`config.mk`:
```
export PLATFORM = sky130hd
export DESIGN_NAME = c3_path_capture_misr
export DESIGN_NICKNAME = d
export VERILOG_FILES = /design/src/rtl/c3_path_pkg.sv /design/src/rtl/c3_misr8.sv /design/src/rtl/c3_path_capture_misr.sv
export SDC_FILE = /design/constraint.sdc
export NUM_CORES = 1
export LEC_CHECK = 0
export ABC_AREA = 0
export ABC_CLOCK_PERIOD_IN_PS = 1400
export CAP_MARGIN = 20
export CELL_PAD_IN_SITES_DETAIL_PLACEMENT = 0
export CELL_PAD_IN_SITES_GLOBAL_PLACEMENT = 1
export CORE_ASPECT_RATIO = 1.1
export CORE_MARGIN = 5
export CORE_UTILIZATION = 33
export CTS_CLUSTER_DIAMETER = 50
export CTS_CLUSTER_SIZE = 24
export DETAILED_ROUTE_END_ITERATION = 10
export HOLD_SLACK_MARGIN = 0.02
export PLACE_DENSITY_LB_ADDON = 0.1
export SLEW_MARGIN = 5
export SYNTH_ARGS = -nofsm -noshare
export SYNTH_HDL_FRONTEND = slang
export SYNTH_SLANG_ARGS = --single-unit
```
`constraint.sdc`:
```
create_clock -name blif_clk_net -period 1.4 [get_ports blif_clk_net]
set_input_delay 0.28 -clock blif_clk_net [delete_from_list [all_inputs] [get_ports blif_clk_net]]
set_output_delay 0.28 -clock blif_clk_net [all_outputs]
set_load 0.05 [all_outputs]
```
`src/rtl/c3_path_pkg.sv`:
```
// Shared types and constants for the c3_path capture/MISR slice.
package c3_path_pkg;

  localparam int unsigned MISR_W = 8;
  localparam int unsigned CAP_W  = 3;

  localparam logic [MISR_W-1:0] DEF_POLY = 8'h1D;
  localparam logic [MISR_W-1:0] DEF_SEED = 8'h00;

  typedef enum logic [1:0] {
    IDLE = 2'd0,
    RUN  = 2'd1,
    DONE = 2'd2
  } state_e;

  // One MISR update: shift left, feed back the tap parity, fold in the capture word.
  function automatic logic [MISR_W-1:0] misr_next(input logic [MISR_W-1:0] sig,
                                                  input logic [CAP_W-1:0]  din,
                                                  input logic [MISR_W-1:0] poly);
    logic fb;
    fb = ^(sig & poly);
    return {sig[MISR_W-2:0], fb} ^ {(MISR_W-CAP_W)'(0), din};
  endfunction

endpackage

```
`src/rtl/c3_misr8.sv`:
```
// 8-bit multiple-input signature register; load takes priority over enable.
module c3_misr8
  import c3_path_pkg::*;
(
  input  logic              clk,
  input  logic              rst,
  input  logic              load,
  input  logic              en,
  input  logic [MISR_W-1:0] seed,
  input  logic [CAP_W-1:0]  din,
  input  logic [MISR_W-1:0] poly,
  output logic [MISR_W-1:0] sig
);

  logic [MISR_W-1:0] sig_d;
  logic [MISR_W-1:0] sig_q;

  always_comb begin
    sig_d = sig_q;
    if (load) begin
      sig_d = seed;
    end else if (en) begin
      sig_d = misr_next(sig_q, din, poly);
    end
  end

  always_ff @(posedge clk) begin
    if (rst) begin
      sig_q <= '0;
    end else begin
      sig_q <= sig_d;
    end
  end

  assign sig = sig_q;

endmodule

```
`src/rtl/c3_path_capture_misr.sv`:
```
// Endpoint capture flops for c3_path plus a fixed-length MISR compaction run.
module c3_path_capture_misr #(
  parameter int unsigned MISR_W         = 8,
  parameter int unsigned CAPTURE_CYCLES = 16,
  parameter logic [7:0]  POLY           = c3_path_pkg::DEF_POLY,
  parameter logic [7:0]  SEED           = c3_path_pkg::DEF_SEED
) (
  input  logic              blif_clk_net,
  input  logic              blif_reset_net,
  input  logic              start,
  input  logic              nx33,
  input  logic              nx44,
  input  logic              nx12,
  output logic [2:0]        cap_q,
  output logic [MISR_W-1:0] signature,
  output logic              busy,
  output logic              done
);

  localparam int unsigned      CNT_W    = $clog2(CAPTURE_CYCLES + 1);
  localparam logic [CNT_W-1:0] CNT_LAST = CNT_W'(CAPTURE_CYCLES - 1);

  c3_path_pkg::state_e state_d, state_q;
  logic [CNT_W-1:0]    cnt_d, cnt_q;
  logic [2:0]          cap_d;
  logic                misr_load;
  logic                misr_en;

  assign cap_d = {nx12, nx44, nx33};

  // Next-state: start is only honoured outside RUN; RUN exits on the terminal count.
  always_comb begin
    state_d   = state_q;
    cnt_d     = cnt_q;
    misr_load = 1'b0;
    misr_en   = 1'b0;
    case (state_q)
      c3_path_pkg::IDLE, c3_path_pkg::DONE: begin
        if (start) begin
          state_d   = c3_path_pkg::RUN;
          cnt_d     = '0;
          misr_load = 1'b1;
        end
      end
      c3_path_pkg::RUN: begin
        misr_en = 1'b1;
        cnt_d   = cnt_q + CNT_W'(1);
        if (cnt_q == CNT_LAST) begin
          state_d = c3_path_pkg::DONE;
        end
      end
      default: begin
        state_d = c3_path_pkg::IDLE;
      end
    endcase
  end

  always_ff @(posedge blif_clk_net) begin
    if (blif_reset_net) begin
      state_q <= c3_path_pkg::IDLE;
      cnt_q   <= '0;
      cap_q   <= '0;
    end else begin
      state_q <= state_d;
      cnt_q   <= cnt_d;
      cap_q   <= cap_d;
    end
  end

  c3_misr8 u_misr (
    .clk  (blif_clk_net),
    .rst  (blif_reset_net),
    .load (misr_load),
    .en   (misr_en),
    .seed (SEED),
    .din  (cap_q),
    .poly (POLY),
    .sig  (signature)
  );

  assign busy = (state_q == c3_path_pkg::RUN);
  assign done = (state_q == c3_path_pkg::DONE);

endmodule
```
=== Yosys cells after proc, flatten, opt, wreduce, memory -nomap -nowiden ===
Cells that the tools add are included.

* Logic and storage cells: 26
* Output and inout port bits: 13
* Bits of input ports: 6
* Bits in registers: 18

* Reduce and logical (&&, ||, !) cells: 7
* $add $sub $neg: 1
* Bitwise gates (word level): 1
* Equality and inequality tests: 5
* Muxes and demuxes: 8

{| class="wikitable"
|+ Operators by type and width
! cell !! count
|-
| $pmux W5 S2 || 1
|-
| $reduce_xor A8 Y1 || 1
|-
| $xor A8 B3 Y8 || 1
|-
| $add A5 B1 Y5 const B || 1
|-
| $eq A5 B4 Y1 const B || 1
|-
| $mux W5 || 1
|-
| $mux W2 || 2
|-
| $pmux W2 S2 || 1
|-
| $reduce_and A2 Y1 || 2
|-
| $reduce_or A2 Y1 || 2
|-
| $mux W1 || 3
|-
| $eq A2 B1 Y1 const B || 1
|-
| $eq A2 B2 Y1 const B || 1
|-
| $logic_not A2 Y1 || 1
|-
| $ne A2 B1 Y1 const B || 1
|-
| $ne A2 B2 Y1 const B || 1
|-
| $reduce_bool A2 Y1 || 1
|}

=== Longest topological paths before layout ===
Gate-level depths: netlist of run 1.

* Depth in word-level cells: 4
* Gate-level depth with buffers: 6
* Gate-level depth less buffers: 6

=== Modules after synthesis ===
Synthesis of run 1 repeated with hierarchy kept, for this count alone.

* Cells, all modules: 108
* Area total of the unflattened synthesis: 934.6 sq um

{| class="wikitable"
|+ Modules (own cells, without submodules)
! module !! area each (sq um) !! cells each !! seq. area each (sq um) !! instances
|-
| c3_misr8 || 488.0 || 62 || 160.2 || 1
|-
| c3_path_capture_misr || 446.7 || 46 || 200.2 || 1
|}

=== Least setup slack after synthesis of run 1 ===
Ideal clock, no wire load.

* Path type: register -> register
* Start: register u_misr.sig_q[2] (netlist: u_misr.sig[2])
* End: register u_misr.sig_q[0] (netlist: u_misr.sig[0])
* Setup time: 0.070 ns
* Path buffers: 0
* Cell stages (with the launch flop): 5
* Slack: -0.047 ns
* Clock period less this slack: 1.447 ns
* Data arrival time: 1.378 ns
* Path through: dfxtp_1 xnor2_1 xnor2_1 or3_1 a21oi_1

* Cells in the longest elaborated chain, start to end: 2

{| class="wikitable"
|+ Ends and longest elaborated chain
! what !! RTL line !! RTL
|-
| start: declaration || c3_misr8.sv:16 || <nowiki>logic [MISR_W-1:0] sig_q;</nowiki>
|-
| start signal: assignment || c3_misr8.sv:31 || <nowiki>sig_q <= sig_d;</nowiki>
|-
| $reduce_xor A8 Y1 || c3_path_pkg.sv:21 || <nowiki>fb = ^(sig & poly);</nowiki>
|-
| $xor A8 B3 Y8 || c3_path_pkg.sv:22 || <nowiki>return {sig[MISR_W-2:0], fb} ^ {(MISR_W-CAP_W)'(0), din};</nowiki>
|}

No other way between the ends.
A chain may end at the register's enable or synchronous reset.

=== Final worst setup path of run 1 ===
* Start: register state_q[1]
* End: output done

* Cells in the longest elaborated chain, start to end: 1

{| class="wikitable"
|+ Ends and longest elaborated chain
! what !! RTL line !! RTL
|-
| start: declaration || c3_path_capture_misr.sv:23 || <nowiki>c3_path_pkg::state_e state_d, state_q;</nowiki>
|-
| start signal: assignment || c3_path_capture_misr.sv:60 || <nowiki>state_q <= c3_path_pkg::IDLE;</nowiki>
|-
| start signal: assignment || c3_path_capture_misr.sv:64 || <nowiki>state_q <= state_d;</nowiki>
|-
| $eq A2 B2 Y1 || c3_path_capture_misr.sv:82 || <nowiki>assign done = (state_q == c3_path_pkg::DONE);</nowiki>
|-
| end: declaration || c3_path_capture_misr.sv:17 || <nowiki>output logic done</nowiki>
|}

No other way between the ends.

==> run metrics, run 1 <==
first drt pass iteration count=4; Via density=4.748; vias in the first global route=643; Final Hold Viols=0; max-cap violations=0; diode count=0; CP startpoint=state_q[1]; CTS Buf Count=3; Top Layer Used=met4; DRT antenna net count=0; # setup viols final=0; peak supply drop=528.5 uV; CP arrival=1.06 ns; clock latency on the worst-skew pair=0.29 ns; Rows=17; outcome=completed; P_leak=0.4420 nW; WL met2=856 um; overall die width=54.91 um; Yosys Warn Count=0; ys async rst share=0%; final instance area=1161 sq um; largest net degree at the start of global routing=12; period utilisation layout=95.62%; CP Capture Type=output port; Max Slew Vio Count=0; CTS Buffer Depth=2; Synth Area per Inst=8.611 sq um; Starting Density=35.48%; start of the worst register-to-register path=cnt_q[1]; gr usage total=10.91%; first-pass GRT wire length=2601 um; crit-path max FO=4; synth unique cells=24; Seq/Total Area, Yosys=49.23%; placed cell area=1109 sq um; Top FF cell, synth=dfxtp_1; final critical-path required period=1.339 ns; GRT overflow=0; PortBufs=18; Worst Path Required=1.12 ns; number of synthesized flops with an enable pin=0; CP Class=flop to output port; Synthesized Nets=93; R2R cell count=6; type of origin of the critical path=flop; Fillers=203; die area=3261 sq um; Max Fclk=747.0 MHz; initial antenna violation count=0; relative slew slack=84.56%; Layout Area Growth over Synthesis=58.63%; htree depth=1; Worst Skew=0.001613 ns; mapped cell area=732.0 sq um; worst hold path class=flop to flop; Nets=121; CORE AREA=2063 sq um; I/O pins=19; clk sinks=18; drc violations=0; CTS clk-pin slew, worst paths=0.10 ns; Pwr Density=865.5 nW/um^2; CP endpoint=done; Vias=660; CTS Root Cell=clkbuf_4; setup TNS=0 ns; routed wire length=1600 um; met3 WL post-DR=56 um; R2R Setup Slk=0.14 ns; worst slew pin tran=0.2307 ns; WL per Instance=11.51 um; Die Y=59.40 um; Initial DRC Count=10; DRT met1 WL=663 um; Critical R2R Capture=cnt_q[4]; Mapped Cells=85; CTS tree=yes; Yosys reg bits=18; Placer Congestion=0.7728; share of cells above drive strength 1=30.63%; RSZ-0062 raised after global routing=false; DPL Wire Length=1249 um; critical hold path startpoint=cnt_q[3]
## where the power goes
| group | internal [mW] | switching [mW] |
|---|---|---|
| logic | 0.105 | 0.101 |
| registers | 0.528 | 0.0213 |
| clock network | 0.100 | 0.150 |
| total | 0.732 | 0.272 |
## critical path, stage by stage, from the launching register on
cell and delay, ns:
dfxtp_2 0.37, inv_1 0.06, nor2_1 0.18, buf_12 0.16
## layout make-up
cell class                 count  area [sq um]  share of cell area (%)
clock buffer                   3         22.52                   1.940
sequential                    18         366.6                   31.57
inverter                       3         13.76                   1.185
tap                           28         35.03                   3.017
timing repair buffer          27         377.9                   32.54
multi-input combinational     60         345.3                   29.74
## Yosys cell counts (all sizes together) (2+ instances only)
library cell	count	area (sq um)
nand2	10	37.54
dfxtp	18	360.4
inv	3	11.26
xnor2	5	43.79
a22oi	2	15.01
o21ai	2	10.01
ha	2	25.02
nor2	14	52.55
a21oi	9	45.04
nor2b	4	25.02
buf	3	21.27
a211oi	2	15.01
## layout by cell type (no fill, tap or decap), drive strengths merged
master	synthesis	final
buf	3	22
dfxtp	18	18
nor2	14	14
nand2	10	10
a21oi	9	9
xnor2	5	5
clkdlybuf4s50	0	5
nor2b	4	4
clkbuf	1	3
inv	3	3
a211oi	2	2
o21ai	2	2
a22oi	2	2
ha	2	2
nand2b	1	1
and3	1	1
or2	1	1
or3	1	1
nand4	1	1
nand3	1	1
o31ai	1	1
nand3b	1	1
a21boi	1	1
a21o	1	1
## routing by layer
metal	up-vias	GRT usage [%]
met5	-	0
met4	0	6.250
met1	313	11.70
li1	332	-
met2	11	19.09
met3	4	2.267
## worst min-delay path by stage
stage,endpoint,slack (ns),cells past startpoint
finish,cnt_q[3],0.48,1
global placement,cnt_q[3],0.46,1
CTS,cnt_q[3],0.48,1
detailed placement,cnt_q[3],0.46,1
floorplan,cap_q[0],0.41,1
global route,cnt_q[3],0.50,1
## what timing repair did
item	4_1_cts	5_1_grt
gates resized for setup	5	2
endpoints found under the setup margin	2	2
hold buffers	0	0
cloned	0	0
setup buffers	2	1
## flip-flops by register name (all words and copies together), names as in the netlist
| signal | count |
|---|---|
| cap_q | 3 |
| cnt_q | 5 |
| state_q | 2 |
| u_misr.sig | 8 |
## cell families (layout without fill, tap and decap cells)
family,after synthesis,count (layout),share of synthesized area [%]
XOR/XNOR,5,5,5.983
AND/OR/NAND/NOR,35,35,21.71
buffers and inverters,7,33,4.957
AO/OA/AOI/OAI,18,18,14.70
adder cells (fa/ha/maj),2,2,3.418
flip-flops,18,18,49.23
## through the flow
stage	power (mW)	std cells	hold slack [ns]	setup slack (ns)	utilization, %
2_1_floorplan	0.6602	85	0.4082	0.006984	-
3_3_place_gp	0.7567	134	0.4586	-0.03231	53.73
3_5_place_dp	0.7599	134	0.4574	-0.09150	53.73
4_1_cts	1.020	139	0.4775	0.004672	56.22
5_1_grt	1.049	139	0.5019	0.01867	56.28
6_report	1.005	139	0.4777	0.06134	56.28
(Power assumes the default switching activity.)
==> run 2, diff against run 1 <==
ABC_CLOCK_PERIOD_IN_PS = 1500   (was 1400)
MAX_ROUTING_LAYER = met4   (was unset)
clock period = 1.5 ns   (was 1.4 ns; I/O delays follow)
==> run metrics, run 2 (synthesis results as in run 1) <==
CTS clk-pin slew, worst paths=0.09 ns (about the same); CP max stage delay=0.34 ns (-0.03 ns); type of origin of the critical path=flop; Final Hold Viols=0 (unchanged); clock latency on the worst-skew pair=0.27 ns (-0.02 ns); I/O pins=19 (unchanged); period utilisation layout=92.84%; Nets=117 (-3.3%); PortBufs=18 (unchanged); max FFs per register=8 (unchanged); share of cells above drive strength 1=23.15% (-7.5 points); crit-path max FO=9 (+5); worst slew pin tran=0.2136 ns (-0.01714 ns); worst hold path class=flop to flop; Worst Path Required=1.20 ns (+0.08 ns); Final Core Density=54.76% (-1.5 points); CTS Root Cell=clkbuf_4; Vias=615 (-6.8%); CP Capture Type=output port; GRT overflow=0 (unchanged); peak supply drop=504.5 uV (-4.5%); final instance area=1130 sq um (-2.7%); relative slew slack=85.74% (+1.2 points); htree depth=1 (unchanged); final critical-path required period=1.393 ns; delay-heaviest family, CP=flip-flops; Cells after DPL=132 (-1.5%); R2R Setup Slk=0.16 ns (+0.02 ns); most frequent cells in the layout=dfxtp_1 (17), nor2_1 (14), buf_12 (13); routed wire length=1393 um (-13%); gr usage total=10.63% (-0.28 points); WL per Instance=10.24 um (-11%); CTS Buf Count=3 (unchanged); Post-Layout Cell Count=136 (-2.2%); RSZ-0062 raised after global routing=false; Pwr Density=858.1 nW/um^2 (-0.86%); overall die width=54.91 um (unchanged); initial antenna violation count=0 (unchanged); CTS tree=yes; max-cap violations=0 (unchanged); CORE AREA=2063 sq um (unchanged); outcome=completed; first drt pass iteration count=4 (unchanged); Max Slew Vio Count=0 (unchanged); diode count=0 (unchanged); setup TNS=0 ns (unchanged); worst-path cell chain=nand2b_1 > inv_4 > buf_12; # setup viols final=0 (unchanged); CTS Buffer Depth=2 (unchanged); placed cell area=1090 sq um (-1.7%); Worst Path Buf+Inv=2 (unchanged); crit path max-delay cell type=dfxtp_1; Placer Congestion=0.7892 (+2.1%); Rows=17 (unchanged); DRT antenna net count=0 (unchanged); DPL Wire Length=1143 um (-8.4%); drc violations=0 (unchanged); Max Fclk=718.1 MHz; overall power=969.5 uW (-3.5%); Via density=4.522 (-4.8%); CP Class=flop to output port; Die Y=59.40 um (unchanged); CP arrival=1.09 ns (+0.03 ns); vias in the first global route=565 (-12%); Starting Density=35.48% (unchanged); Worst Skew=0.001129 ns (-0.0004840 ns); largest net degree at the start of global routing=12 (unchanged); P_leak=0.4289 nW (-3.0%); Initial DRC Count=6 (-4); clk sinks=18 (unchanged); most common cell after layout, fill and taps aside=dfxtp_1; Layout Area Growth over Synthesis=54.36%; die area=3261 sq um (unchanged); first-pass GRT wire length=2477 um (-4.8%)
## run 2: what timing repair did
item | 4_1_cts | 5_1_grt
resized for setup | 1 | 2
hold buffers | 0 | 0
setup endpoints to repair | 1 | 1
cloned | 0 | 0
buffers inserted | 0 | 0
## run 2: per-layer routing
layer | share of wire (%) | routed length, um | GRT usage [%]
met5 | 0 | 0 | -
met4 | 0.86 | 12 | 3.125
met3 | 4.1 | 57 | 3.023
met2 | 51 | 717 | 17.06
met1 | 44 | 607 | 12.75
## run 2: final timing paths
kind                    from  cells past startpoint       end
setup / recovery  state_q[1]                      3      busy
hold / removal      cnt_q[3]                      1  cnt_q[3]
setup reg to reg    cnt_q[0]                      6  cnt_q[4]
hold reg to reg     cnt_q[3]                      1  cnt_q[3]
## run 2: worst register-to-register path, stage by stage (launching register included)
cell	delay [ns]
dfxtp_1	0.35
ha_1	0.23
and3_1	0.19
ha_1	0.26
nor2_1	0.04
a21oi_1	0.12
nor2_1	0.05
## run 2: area by class of cell
class,count,area [sq um]
clock buffer,4,36.28
fill,204,933.4
inverter,3,13.76
multi-input combinational,60,335.3
sequential,18,361.6
tap,28,35.03
timing repair buffer,23,347.8
## run 2: power breakdown
group	leakage (nW)	internal [mW]	switching [mW]	total (mW)
Combinational	0.261	0.0878	0.0919	0.180
Sequential	0.147	0.492	0.0172	0.509
Clock	0.0210	0.147	0.133	0.280
## run 2: per-stage QoR
stage	setup slack, ns	hold slack (ns)
after floorplan	0.05256	0.4282
after global placement	0.02733	0.4557
after detailed placement	0.003685	0.4612
after CTS	0.01910	0.4782
after global routing	0.03728	0.5087
final	0.1075	0.4779
==> run 3, diff against run 2 <==
RECOVER_POWER = 25   (was unset)
==> run metrics, run 3 (synthesis results as in run 1) <==
period utilisation layout=92.84% (about the same); type of origin of the critical path=flop; CP Class=flop to output port; Max Fclk=718.1 MHz (about the same); final critical-path required period=1.393 ns (+0.00004800 ns); CTS clk-pin slew, worst paths=0.09 ns (about the same); CP Capture Type=output port; Critical R2R Capture=cnt_q[4]; worst slew pin tran=0.5015 ns (+0.2879 ns); I/O pins=19 (unchanged); Layout Area Growth over Synthesis=52.82%; max FFs per register=8 (unchanged); Nets=117 (unchanged); most frequent cells in the layout=dfxtp_1 (17), nor2_1 (14), buf_12 (12); worst-path cell chain=nand2b_1 > inv_4 > buf_12; Placer Congestion=0.7892 (unchanged); delay-heaviest family, CP=flip-flops; initial antenna violation count=0 (unchanged); R2R Setup Slk=0.14 ns (-0.02 ns); PortBufs=18 (unchanged); DRT antenna net count=0 (unchanged); start of the worst register-to-register path=cnt_q[0]; Worst Path Required=1.20 ns (about the same); # setup viols final=0 (unchanged); Pwr Density=864.6 nW/um^2 (+0.76%); drc violations=0 (unchanged); Starting Density=35.48% (unchanged); die area=3261 sq um (unchanged); first-pass GRT wire length=2477 um (unchanged); Die Y=59.40 um (unchanged); Via density=4.507 (-0.33%); relative slew slack=66.51% (-19 points); P_leak=0.4382 nW (+2.2%); first drt pass iteration count=4 (unchanged); routed wire length=1395 um (+0.14%); DPL Wire Length=1143 um (unchanged); worst hold path class=flop to flop; htree depth=1 (unchanged); setup TNS=0 ns (unchanged); CTS Buf Count=3 (unchanged); clk sinks=18 (unchanged); R2R cell count=6 (unchanged); Final Hold Viols=0 (unchanged); overall die width=54.91 um (unchanged); CP arrival=1.09 ns (about the same); Top Layer Used=met4; CTS tree=yes; Max Slew Vio Count=0 (unchanged); gr usage total=10.63% (unchanged); most common cell after layout, fill and taps aside=dfxtp_1; RSZ-0062 raised after global routing=false; CTS Root Cell=clkbuf_4; CP max stage delay=0.34 ns (about the same); max-cap violations=0 (unchanged); vias in the first global route=565 (unchanged); diode count=0 (unchanged); outcome=completed; critical hold path startpoint=u_misr.sig[7]; Vias=613 (-0.33%); GRT overflow=0 (unchanged); CTS Buffer Depth=2 (unchanged); WL met2=721 um (+0.56%); Final Core Density=54.21% (-0.55 points); met3 WL post-DR=55 um (-3.5%); Initial DRC Count=5 (-1); largest net degree at the start of global routing=12 (unchanged); crit path max-delay cell type=dfxtp_1; hold endpoint=u_misr.sig[7]; Worst Path Buf+Inv=2 (unchanged); Rows=17 (unchanged); DRT met1 WL=605 um (-0.33%); CTS hold repair buffers=0 (unchanged); share of cells above drive strength 1=20.37% (-2.8 points); clock latency on the worst-skew pair=0.27 ns (about the same); crit-path max FO=9 (unchanged); WL per Instance=10.26 um (+0.14%); CORE AREA=2063 sq um (unchanged); peak supply drop=504.7 uV (about the same); worst hold stages=2 (+1); Worst Skew=0.001261 ns (+0.0001318 ns)
## run 3: cell count changes in the layout (fill, tap and decap cells not counted), sizes merged
cell,previous run,this run
clkdlybuf4s50,5,4
clkbuf,4,5
dlymetal6s2s,0,1
buf,18,16
dlygate4sd3,0,1
## run 3: tightest hold or removal path, delay by kind of cell, from the launching register on
| family | cells | cell delay (ns) |
|---|---|---|
| DFF | 1 | 0.32 |
| and+or+nand+nor | 1 | 0.05 |
| AOI/OAI and AO/OA | 1 | 0.05 |
## run 3: final cells by class
cell class	instances	area [sq um]
fill	207	944.7
inverter	3	13.76
sequential	18	361.6
tap	28	35.03
multi-input combinational	60	335.3
clock buffer	4	36.28
timing repair buffer	23	336.6
## run 3: stage by stage
step / area [sq um] / worst slack (ns) / hold WS (ns) / total power [mW] / instances
after floorplan: 732.0 / 0.05256 / 0.4282 / 0.6157 / 85
after global placement: 1090 / 0.02733 / 0.4557 / 0.7000 / 132
after detailed placement: 1090 / 0.003685 / 0.4612 / 0.7006 / 132
after CTS: 1126 / 0.01910 / 0.4782 / 0.9847 / 136
after global routing: 1119 / 0.02528 / 0.4931 / 1.027 / 136
final: 1119 / 0.1074 / 0.4545 / 0.9671 / 136
## run 3: what timing repair did
action,4_1_cts,5_1_grt
setup endpoints to repair,1,1
resized for setup,1,2
buffers inserted,0,0
## run 3: how the worst max path moves through the flow
stage | start | to | slack [ns] | cells after the start
3_3_place_gp | start | u_misr.sig[1] | 0.03 | 4
6_report | state_q[1] | busy | 0.11 | 3
3_5_place_dp | start | u_misr.sig[2] | 0.004 | 4
4_1_cts | state_q[0] | busy | 0.02 | 3
2_1_floorplan | u_misr.sig[2] | u_misr.sig[0] | 0.05 | 4
5_1_grt | cnt_q[0] | cnt_q[4] | 0.03 | 6
## run 3: power by group
| part | switching, mW | leakage, nW | internal (mW) |
|---|---|---|---|
| clock network | 0.133 | 0.0210 | 0.147 |
| logic | 0.0920 | 0.270 | 0.0855 |
| registers | 0.0170 | 0.147 | 0.492 |
| total | 0.242 | 0.438 | 0.725 |
## run 3: metal layers
| layer | track usage [%] | vias up |
|---|---|---|
| met1 | 12.75 | 277 |
| li1 | - | 326 |
| met5 | - | - |
| met3 | 3.023 | 2 |
| met2 | 17.06 | 8 |
| met4 | 3.125 | 0 |
